==> src/rtl/freq_meas_pkg.sv <==
// ---------------------------------------------------------------------------
// freq_meas_pkg
//
// Shared definitions for the frequency-measurement sequencer:
//   - Wishbone register map of the frequency counter slave
//   - control register bit positions and the command words built from them
//   - error codes reported on error_o
//   - per-transfer status returned by wb_single_xfer
//   - sequencer state enum and a helper that says which states use the bus
// ---------------------------------------------------------------------------
package freq_meas_pkg;

    // Slave register addresses
    localparam logic [31:0] REG_CTRL  = 32'h0000_0008;
    localparam logic [31:0] REG_COUNT = 32'h0000_0009;
    localparam logic [31:0] REG_PHASE = 32'h0000_000a;

    // Control register bit positions
    localparam int CTRL_START_BIT = 7;
    localparam int CTRL_DONE_BIT  = 6;
    localparam int CTRL_READY_BIT = 5;
    localparam int CTRL_RESET_BIT = 0;

    // Command words written to the control register
    localparam logic [31:0] CMD_RESET = 32'h1 << CTRL_RESET_BIT;
    localparam logic [31:0] CMD_START = 32'h1 << CTRL_START_BIT;
    localparam logic [31:0] CMD_STOP  = 32'h0000_0000;

    // Sticky error codes presented on error_o
    typedef enum logic [1:0] {
        ERR_NONE         = 2'b00,
        ERR_BUS          = 2'b01,
        ERR_ACK_TIMEOUT  = 2'b10,
        ERR_POLL_TIMEOUT = 2'b11
    } err_code_e;

    // Outcome of one Wishbone transfer
    typedef enum logic [1:0] {
        XFER_OK      = 2'b00,
        XFER_ERR     = 2'b01,
        XFER_TIMEOUT = 2'b10
    } xfer_status_e;

    // Sequencer states
    typedef enum logic [3:0] {
        S_IDLE      = 4'd0,
        S_RST       = 4'd1,
        S_WAIT_RDY  = 4'd2,
        S_GO        = 4'd3,
        S_WAIT_DONE = 4'd4,
        S_RD_CNT    = 4'd5,
        S_RD_PH     = 4'd6,
        S_STOP      = 4'd7,
        S_FIN       = 4'd8,
        S_ERR       = 4'd9
    } seq_state_e;

    // True for every state that performs exactly one bus transfer per visit
    // (poll states repeat that transfer after a gap).
    function automatic logic is_bus_state(input seq_state_e s);
        logic r;
        r = 1'b0;
        case (s)
            S_RST, S_WAIT_RDY, S_GO, S_WAIT_DONE,
            S_RD_CNT, S_RD_PH, S_STOP, S_ERR: r = 1'b1;
            default:                          r = 1'b0;
        endcase
        return r;
    endfunction

endpackage

==> src/rtl/wb_single_xfer.sv <==
// ---------------------------------------------------------------------------
// wb_single_xfer
//
// Runs one Wishbone classic read or write per request, with an ack timeout.
//
// Ports:
//   clk, rst        clock, asynchronous active-high reset
//   req             start a transfer (sampled only while the bus is idle)
//   we, adr, wdat   direction, address and write data of the request
//   done            high in the cycle the transfer ends (ack, err or timeout)
//   rdat            read data, valid while done is high on a read
//   status          ok / err / timeout, valid while done is high
//   bus_*           Wishbone master signals (cyc/stb/adr/dat/we/sel/ack/err)
//
// cyc/stb rise on the edge after req and fall on the edge after the
// response, so back-to-back requests always leave one idle bus cycle.
// ---------------------------------------------------------------------------
module wb_single_xfer
    import freq_meas_pkg::*;
#(
    parameter int ACK_TIMEOUT = 255
) (
    input  logic         clk,
    input  logic         rst,
    input  logic         req,
    input  logic         we,
    input  logic [31:0]  adr,
    input  logic [31:0]  wdat,
    output logic         done,
    output logic [31:0]  rdat,
    output xfer_status_e status,
    output logic [31:0]  bus_adr,
    output logic [31:0]  bus_wdat,
    input  logic [31:0]  bus_rdat,
    output logic         bus_we,
    output logic [3:0]   bus_sel,
    output logic         bus_cyc,
    output logic         bus_stb,
    input  logic         bus_ack,
    input  logic         bus_err
);

    // The timer holds the number of earlier no-response cycles, so the
    // cycle in which it equals ACK_TIMEOUT-1 is the ACK_TIMEOUT-th one.
    localparam logic [15:0] TIMER_LAST = 16'(ACK_TIMEOUT - 1);

    logic        cyc_q;
    logic [15:0] timer;
    logic        timed_out;

    assign bus_cyc = cyc_q;
    assign bus_stb = cyc_q;
    assign rdat    = bus_rdat;

    // Response decode: err has priority over ack, and both over the timeout.
    always_comb begin
        timed_out = cyc_q && (timer == TIMER_LAST);
        done      = cyc_q && (bus_err || bus_ack || timed_out);
        status    = XFER_TIMEOUT;
        if (bus_err) begin
            status = XFER_ERR;
        end else if (bus_ack) begin
            status = XFER_OK;
        end
    end

    // Bus cycle register: launch on req while idle, hold address/data/we
    // constant for the whole cycle, count silent cycles, release on done.
    always_ff @(posedge clk or posedge rst) begin
        if (rst) begin
            cyc_q    <= 1'b0;
            bus_adr  <= '0;
            bus_wdat <= '0;
            bus_we   <= 1'b0;
            bus_sel  <= 4'h0;
            timer    <= '0;
        end else if (!cyc_q) begin
            if (req) begin
                cyc_q    <= 1'b1;
                bus_adr  <= adr;
                bus_wdat <= we ? wdat : 32'h0;
                bus_we   <= we;
                bus_sel  <= 4'hF;
                timer    <= '0;
            end
        end else if (done) begin
            cyc_q    <= 1'b0;
            bus_adr  <= '0;
            bus_wdat <= '0;
            bus_we   <= 1'b0;
            bus_sel  <= 4'h0;
        end else begin
            timer <= timer + 16'd1;
        end
    end

endmodule

==> src/rtl/freq_meas_sequencer.sv <==
// ---------------------------------------------------------------------------
// freq_meas_sequencer
//
// Wishbone master that runs one complete measurement on the frequency
// counter slave per accepted start_i: reset, wait ready, start, wait done,
// read count (0x09) and phase (0x0a), stop. Any failure aborts through a
// best-effort stop write and leaves a sticky code on error_o.
//
// Ports:
//   clk_i, rst_i      clock, asynchronous active-high reset
//   start_i           one-cycle request, accepted only while busy_o = 0
//   busy_o            sequence in progress (cycle after start through FIN/ERR)
//   valid_o           one-cycle pulse when count_o/phase_o take new values
//   count_o, phase_o  last successful measurement
//   error_o           00 none, 01 bus error, 10 ack timeout, 11 poll timeout
//   adr_o .. err_i    Wishbone classic master port
// ---------------------------------------------------------------------------
module freq_meas_sequencer
    import freq_meas_pkg::*;
#(
    parameter int ACK_TIMEOUT = 255,
    parameter int POLL_LIMIT  = 65535,
    parameter int POLL_GAP    = 15
) (
    input  logic        clk_i,
    input  logic        rst_i,
    input  logic        start_i,
    output logic        busy_o,
    output logic        valid_o,
    output logic [31:0] count_o,
    output logic [7:0]  phase_o,
    output logic [1:0]  error_o,
    output logic [31:0] adr_o,
    output logic [31:0] dat_o,
    input  logic [31:0] dat_i,
    output logic        we_o,
    output logic [3:0]  sel_o,
    output logic        cyc_o,
    output logic        stb_o,
    input  logic        ack_i,
    input  logic        err_i
);

    // 17-bit limit so the "count exceeds limit" test also works at 65535.
    localparam logic [16:0] POLL_MAX = 17'(POLL_LIMIT);
    localparam logic [15:0] GAP_INIT = 16'(POLL_GAP);

    seq_state_e   state, state_next;

    logic         xfer_req;
    logic         xfer_we;
    logic [31:0]  xfer_adr;
    logic [31:0]  xfer_wdat;
    logic         xfer_done;
    logic [31:0]  xfer_rdat;
    xfer_status_e xfer_status;

    logic [15:0]  poll_cnt;
    logic [16:0]  poll_sum;
    logic [15:0]  gap_cnt;
    logic [31:0]  cnt_shadow;
    logic [7:0]   ph_shadow;

    logic         err_set;
    logic         err_clr;
    err_code_e    err_code;
    logic         poll_clr;
    logic         poll_inc;
    logic         gap_load;
    logic         cnt_cap;
    logic         ph_cap;
    logic         fin_latch;

    assign busy_o = (state != S_IDLE);

    // A bus state requests its transfer whenever no poll gap is running;
    // the transfer block ignores the request while a cycle is in flight.
    assign xfer_req = is_bus_state(state) && (gap_cnt == 16'd0);

    wb_single_xfer #(
        .ACK_TIMEOUT (ACK_TIMEOUT)
    ) u_xfer (
        .clk      (clk_i),
        .rst      (rst_i),
        .req      (xfer_req),
        .we       (xfer_we),
        .adr      (xfer_adr),
        .wdat     (xfer_wdat),
        .done     (xfer_done),
        .rdat     (xfer_rdat),
        .status   (xfer_status),
        .bus_adr  (adr_o),
        .bus_wdat (dat_o),
        .bus_rdat (dat_i),
        .bus_we   (we_o),
        .bus_sel  (sel_o),
        .bus_cyc  (cyc_o),
        .bus_stb  (stb_o),
        .bus_ack  (ack_i),
        .bus_err  (err_i)
    );

    // State register.
    always_ff @(posedge clk_i or posedge rst_i) begin
        if (rst_i) begin
            state <= S_IDLE;
        end else begin
            state <= state_next;
        end
    end

    // Next-state logic: picks the transfer for the current state and decides
    // what to do when that transfer finishes. A failed transfer sends every
    // state except ERR into ERR; ERR itself always returns to IDLE because
    // its stop write is best effort only.
    always_comb begin
        state_next = state;
        xfer_we    = 1'b0;
        xfer_adr   = REG_CTRL;
        xfer_wdat  = CMD_STOP;
        err_set    = 1'b0;
        err_clr    = 1'b0;
        err_code   = ERR_NONE;
        poll_clr   = 1'b0;
        poll_inc   = 1'b0;
        gap_load   = 1'b0;
        cnt_cap    = 1'b0;
        ph_cap     = 1'b0;
        fin_latch  = 1'b0;
        poll_sum   = {1'b0, poll_cnt} + 17'd1;

        case (state)
            S_RST:       begin xfer_we = 1'b1; xfer_wdat = CMD_RESET; end
            S_GO:        begin xfer_we = 1'b1; xfer_wdat = CMD_START; end
            S_STOP:      begin xfer_we = 1'b1; xfer_wdat = CMD_STOP;  end
            S_ERR:       begin xfer_we = 1'b1; xfer_wdat = CMD_STOP;  end
            S_RD_CNT:    xfer_adr = REG_COUNT;
            S_RD_PH:     xfer_adr = REG_PHASE;
            default:     xfer_adr = REG_CTRL;
        endcase

        if (state == S_IDLE) begin
            if (start_i) begin
                state_next = S_RST;
                err_clr    = 1'b1;
            end
        end else if (state == S_FIN) begin
            state_next = S_IDLE;
        end else if (xfer_done) begin
            if (state == S_ERR) begin
                state_next = S_IDLE;
            end else if (xfer_status == XFER_ERR) begin
                state_next = S_ERR;
                err_set    = 1'b1;
                err_code   = ERR_BUS;
            end else if (xfer_status == XFER_TIMEOUT) begin
                state_next = S_ERR;
                err_set    = 1'b1;
                err_code   = ERR_ACK_TIMEOUT;
            end else begin
                case (state)
                    S_RST: begin
                        state_next = S_WAIT_RDY;
                        poll_clr   = 1'b1;
                    end
                    S_WAIT_RDY: begin
                        if (poll_sum > POLL_MAX) begin
                            state_next = S_ERR;
                            err_set    = 1'b1;
                            err_code   = ERR_POLL_TIMEOUT;
                        end else if (xfer_rdat[CTRL_READY_BIT]) begin
                            state_next = S_GO;
                        end else begin
                            poll_inc = 1'b1;
                            gap_load = 1'b1;
                        end
                    end
                    S_GO: begin
                        state_next = S_WAIT_DONE;
                        poll_clr   = 1'b1;
                    end
                    S_WAIT_DONE: begin
                        if (poll_sum > POLL_MAX) begin
                            state_next = S_ERR;
                            err_set    = 1'b1;
                            err_code   = ERR_POLL_TIMEOUT;
                        end else if (xfer_rdat[CTRL_DONE_BIT]) begin
                            state_next = S_RD_CNT;
                        end else begin
                            poll_inc = 1'b1;
                            gap_load = 1'b1;
                        end
                    end
                    S_RD_CNT: begin
                        state_next = S_RD_PH;
                        cnt_cap    = 1'b1;
                    end
                    S_RD_PH: begin
                        state_next = S_STOP;
                        ph_cap     = 1'b1;
                    end
                    S_STOP: begin
                        state_next = S_FIN;
                        fin_latch  = 1'b1;
                    end
                    default: state_next = S_IDLE;
                endcase
            end
        end
    end

    // Poll bookkeeping: the read counter restarts on entry to each poll
    // state, and a missed poll holds off the next read for POLL_GAP cycles.
    always_ff @(posedge clk_i or posedge rst_i) begin
        if (rst_i) begin
            poll_cnt <= '0;
            gap_cnt  <= '0;
        end else begin
            if (poll_clr) begin
                poll_cnt <= '0;
            end else if (poll_inc) begin
                poll_cnt <= poll_sum[15:0];
            end
            if (gap_load) begin
                gap_cnt <= GAP_INIT;
            end else if (gap_cnt != 16'd0) begin
                gap_cnt <= gap_cnt - 16'd1;
            end
        end
    end

    // Results: reads land in shadows first so an aborted sequence never
    // disturbs the published count/phase. Both outputs and valid_o change
    // on the edge into FIN, so they are seen together in the FIN cycle.
    always_ff @(posedge clk_i or posedge rst_i) begin
        if (rst_i) begin
            cnt_shadow <= '0;
            ph_shadow  <= '0;
            count_o    <= '0;
            phase_o    <= '0;
            valid_o    <= 1'b0;
            error_o    <= ERR_NONE;
        end else begin
            valid_o <= fin_latch;
            if (cnt_cap) begin
                cnt_shadow <= xfer_rdat;
            end
            if (ph_cap) begin
                ph_shadow <= xfer_rdat[7:0];
            end
            if (fin_latch) begin
                count_o <= cnt_shadow;
                phase_o <= ph_shadow;
            end
            if (err_clr) begin
                error_o <= ERR_NONE;
            end else if (err_set) begin
                error_o <= err_code;
            end
        end
    end

endmodule

==> config.mk <==
export PLATFORM = sky130hd
export DESIGN_NAME = freq_meas_sequencer
export DESIGN_NICKNAME = d
export VERILOG_FILES = /design/src/rtl/freq_meas_pkg.sv /design/src/rtl/wb_single_xfer.sv /design/src/rtl/freq_meas_sequencer.sv
export SDC_FILE = /design/constraint.sdc
export NUM_CORES = 1
export LEC_CHECK = 0
export CORE_MARGIN = 2
export CORE_UTILIZATION = 29
export CTS_BUF_LIST = sky130_fd_sc_hd__clkbuf_8
export DETAILED_ROUTE_END_ITERATION = 10
export HOLD_SLACK_MARGIN = 0.1
export PLACE_DENSITY = 0.59
export SETUP_SLACK_MARGIN = 0.1
export SYNTH_ARGS = -nofsm -noshare
export SYNTH_HDL_FRONTEND = slang
export SYNTH_SLANG_ARGS = --single-unit
==> constraint.sdc <==
create_clock -name clk_i -period 8.8 [get_ports clk_i]
set_input_delay 0.88 -clock clk_i [delete_from_list [all_inputs] [get_ports clk_i]]
set_output_delay 0.88 -clock clk_i [all_outputs]
set_load 0.03 [all_outputs]
==> reports/metrics.csv <==
stage;metric;value;unit
drt;dr.max_layer_used;met4;
status;status;finished, final reports clean;
worst_setup_path;start_kind;flip-flop;
yosys;synth.top_cell.area_share;51.1;%
drt;ant_nets;0;
drt;drc;0;
floorplan;ios;152;
finish;post-route-util;35.4;%
timing;setup-tns-final;0;ns
global_route;grt_usage;11.4;%
clock_network;root_buffer;clkbuf_8;
drt;dr.pass1.iters;4;
timing;rsz0062_at_grt;no;
yosys;netlist_area;6960;µm²
placed_design;gpl.final_weighted_congestion;0.752;
global_route;first_global_vias;4502;
worst_setup_path;worstPathArrival;3.50;ns
placed_design;dp_hpwl;9440;µm
placed_design;placed_area;7940;µm²
yosys;synth_cell_types;58;
yosys;synth_flop_cell;dfrtp_1;
hold_path;hold_path.class;flip-flop to flip-flop;
worst_setup_path;end_kind;flip-flop;
timing;worstMarginPinSlew;0.973;ns
clock_network;htree_levels;4;
global_route;grt_pass1_wl;23400;µm
global_route;antenna_found_initial;0;
drt;wl_met1;6710;µm
timing;hold_ws;0.499;ns
worst_setup_path;cp.required;9.13;ns
finish;layout-drive-gt1-share;18.1;%
timing;post-route-period-util;36.0;%
yosys;syn-instance-count;633;
yosys;yosysTopAreaCell;dfrtp_1;
timing;slew_headroom;35.0;%
worst_setup_path;path_max_fanout;11;
finish;final_area;8320;µm²
yosys;yosysMostFrequentCell;dfrtp_1;
yosys;yosys_warnings;0;
drt;via_per_inst;4.50;
timing;finalSetupViolCount;0;
clock_network;post-cts-setup-buffers;0;
drt;dr_wl_met3;752;µm
power;worst_ir_drop_vdd;87.4;µV
power;p_leak;0.00376;µW
floorplan;die_y;159;µm
floorplan;initial_utilization;29.6;%
timing;clock.fmax;316;MHz
clock_network;ctsLongestPathBuffers;2;
run;drv_cap;0;
floorplan;die-area;25200;µm²
timing;slew_viol_final;0;
global_route;grt_max_degree;79;
clock_network;clock_sinks;142;
worst_setup_path;worstSetupPathType;flip-flop to flip-flop;
finish;nets;757;
yosys;ys_ff_latch;142;
clock_network;insertion_delay;0.45;ns
drt;drt-initial-drc-count;211;
drt;drt_wl_total;14100;µm
yosys;synth_area_per_cell;11.0;µm²
yosys;async_flop_share;100;%
clock_network;cts.clk_slew.worst_paths;0.10;ns
power;power_density;151;nW/µm²
timing;hold_viol_final;0;
floorplan;die_w;159;µm
floorplan;rows;56;
floorplan;core;23500;µm²
finish;area_growth;19.6;%
drt;route.vias.total;4713;
timing;clock_skew;0.0107;ns
clock_network;cts_tree;yes;
drt;wl_per_cell;13.5;µm
timing;period_minus_slack;3.17;ns
finish;diodes;0;
yosys;ys_top_cells_by_count;142 x dfrtp_1, 82 x mux2_2, 64 x buf_4, 43 x nor2_1, 38 x nand2_1;
clock_network;numCtsBuffers;17;
drt;route.met2.wl;6520;µm
yosys;synth_edf_count;0;
global_route;overflow;0;
placed_design;dp.cells;1015;
clock_network;cts_hold_buf;0;
yosys;ys_top_cells_by_area;dfrtp_1 51%, mux2_2 13%, buf_4 6.9%;
yosys;ys_seq_area_share;51.1;%
placed_design;port_buffers;92;
clock_network;cts_resized;0;
finish;fin_cells;1047;
==> sequential cells by signal, summed over array words and instances (netlist names) <==
name	flops
count_o	32
gap_cnt	16
valid_o	1
u_xfer.bus_wdat	2
cnt_shadow	32
u_xfer.bus_we	1
u_xfer.timer	16
poll_cnt	16
u_xfer.bus_adr	2
u_xfer.bus_cyc	1
state	4
error_o	2
ph_shadow	8
u_xfer.bus_sel	1
phase_o	8
==> path summary, 6_finish.rpt <==
path / end / slack, ns / start / depth (start not counted)
worst min-delay path: count_o[3]$_DFFE_PP0P_ / 0.50 / cnt_shadow[3]$_DFFE_PP0P_ / 1
worst min register to register: count_o[3]$_DFFE_PP0P_ / 0.50 / cnt_shadow[3]$_DFFE_PP0P_ / 1
worst max-delay path: poll_cnt[13]$_DFFE_PP0P_ / 5.63 / poll_cnt[1]$_DFFE_PP0P_ / 9
worst max register to register: poll_cnt[13]$_DFFE_PP0P_ / 5.63 / poll_cnt[1]$_DFFE_PP0P_ / 9
max in group asynchronous: cnt_shadow[10]$_DFFE_PP0P_ / 6.56 / rst_i / 3
min in group asynchronous: phase_o[4]$_DFFE_PP0P_ / 0.92 / rst_i / 2
==> kinds of logic (layout without fill, tap and decap cells) <==
family | Yosys count | after routing | share of synthesized area (%)
AO/OA/AOI/OAI | 80 | 80 | 7.54
XOR/XNOR | 26 | 26 | 3.27
adder cells (fa/ha/maj) | 5 | 5 | 0.899
buffers and inverters | 99 | 136 | 9.03
flip-flops | 142 | 142 | 51.1
multiplexers | 82 | 82 | 13.3
other | 1 | 59 | 0.0539
AND/OR/NAND/NOR | 198 | 198 | 14.9
==> cell type report <==
type / instances / area [µm²]
timing repair buffer: 95 / 943
clock inverter: 15 / 145
inverter: 9 / 38.8
multi-input combinational: 450 / 3010
tap: 319 / 399
clock buffer: 17 / 234
sequential: 142 / 3550
fill: 2420 / 15200
==> metal layers <==
metal / GRT usage (%) / up-vias
li1: - / 2271
met1: 15.5 / 2312
met2: 17.5 / 120
met3: 3.81 / 10
met4: 2.89 / 0
met5: 0 / -
==> stage by stage <==
step	power, µW	setup WS [ns]
after floorplan	755	4.11
after global placement	762	5.26
after detailed placement	762	5.24
after CTS	1270	5.61
after global routing	1310	5.25
final	1250	5.63
==> worst max-delay path, cell delays in order, from the launching register on <==
cell	delay, ns
dfrtp_1	0.51
ha_1	0.37
nand4_2	0.19
nor4_4	0.35
xor2_1	0.18
nand3_1	0.18
o21ai_1	0.67
buf_4	0.31
nor3_1	0.07
a211o_1	0.23
==> power by group <==
part	switching (µW)	total [µW]	internal, µW
combinational	62.3	86.1	23.9
sequential	8.27	663	655
clock	294	504	210
==> cell usage in the layout, fill, tap and decap left out, types with 2 or more instances in the layout <==
cell type        synthesis  routed
buf_4                   64       3
nor4_1                   6       6
clkdlybuf4s50_1          0      92
inv_6                    0       7
nand3b_1                 4       4
and4_1                   2       2
o21a_1                   2       2
and3_1                   9       9
nand3_1                 29      29
xnor2_1                 14      14
o22ai_1                  3       3
nand2_1                 38      38
nor2b_1                  5       5
nor2_4                   1       3
or3_1                    9       9
or2b_1                   2       2
nor3b_1                  3       3
o21ai_1                  2       2
a211o_1                  9       9
xor2_1                  12      12
conb_1                   1      59
clkinvlp_4               0       3
inv_1                    9       8
nand2b_1                 7       7
ha_1                     5       5
nor3_1                  23      23
or4_1                    2       2
inv_8                    0       4
o21ai_0                 25      25
mux2_2                  82      82
clkbuf_8                 0      17
a21oi_1                 19      19
a21o_1                   5       5
nor2_1                  43      41
o311ai_0                 2       2
nand4_1                  6       6
dfrtp_1                142     142
(Power assumes the default switching activity.)
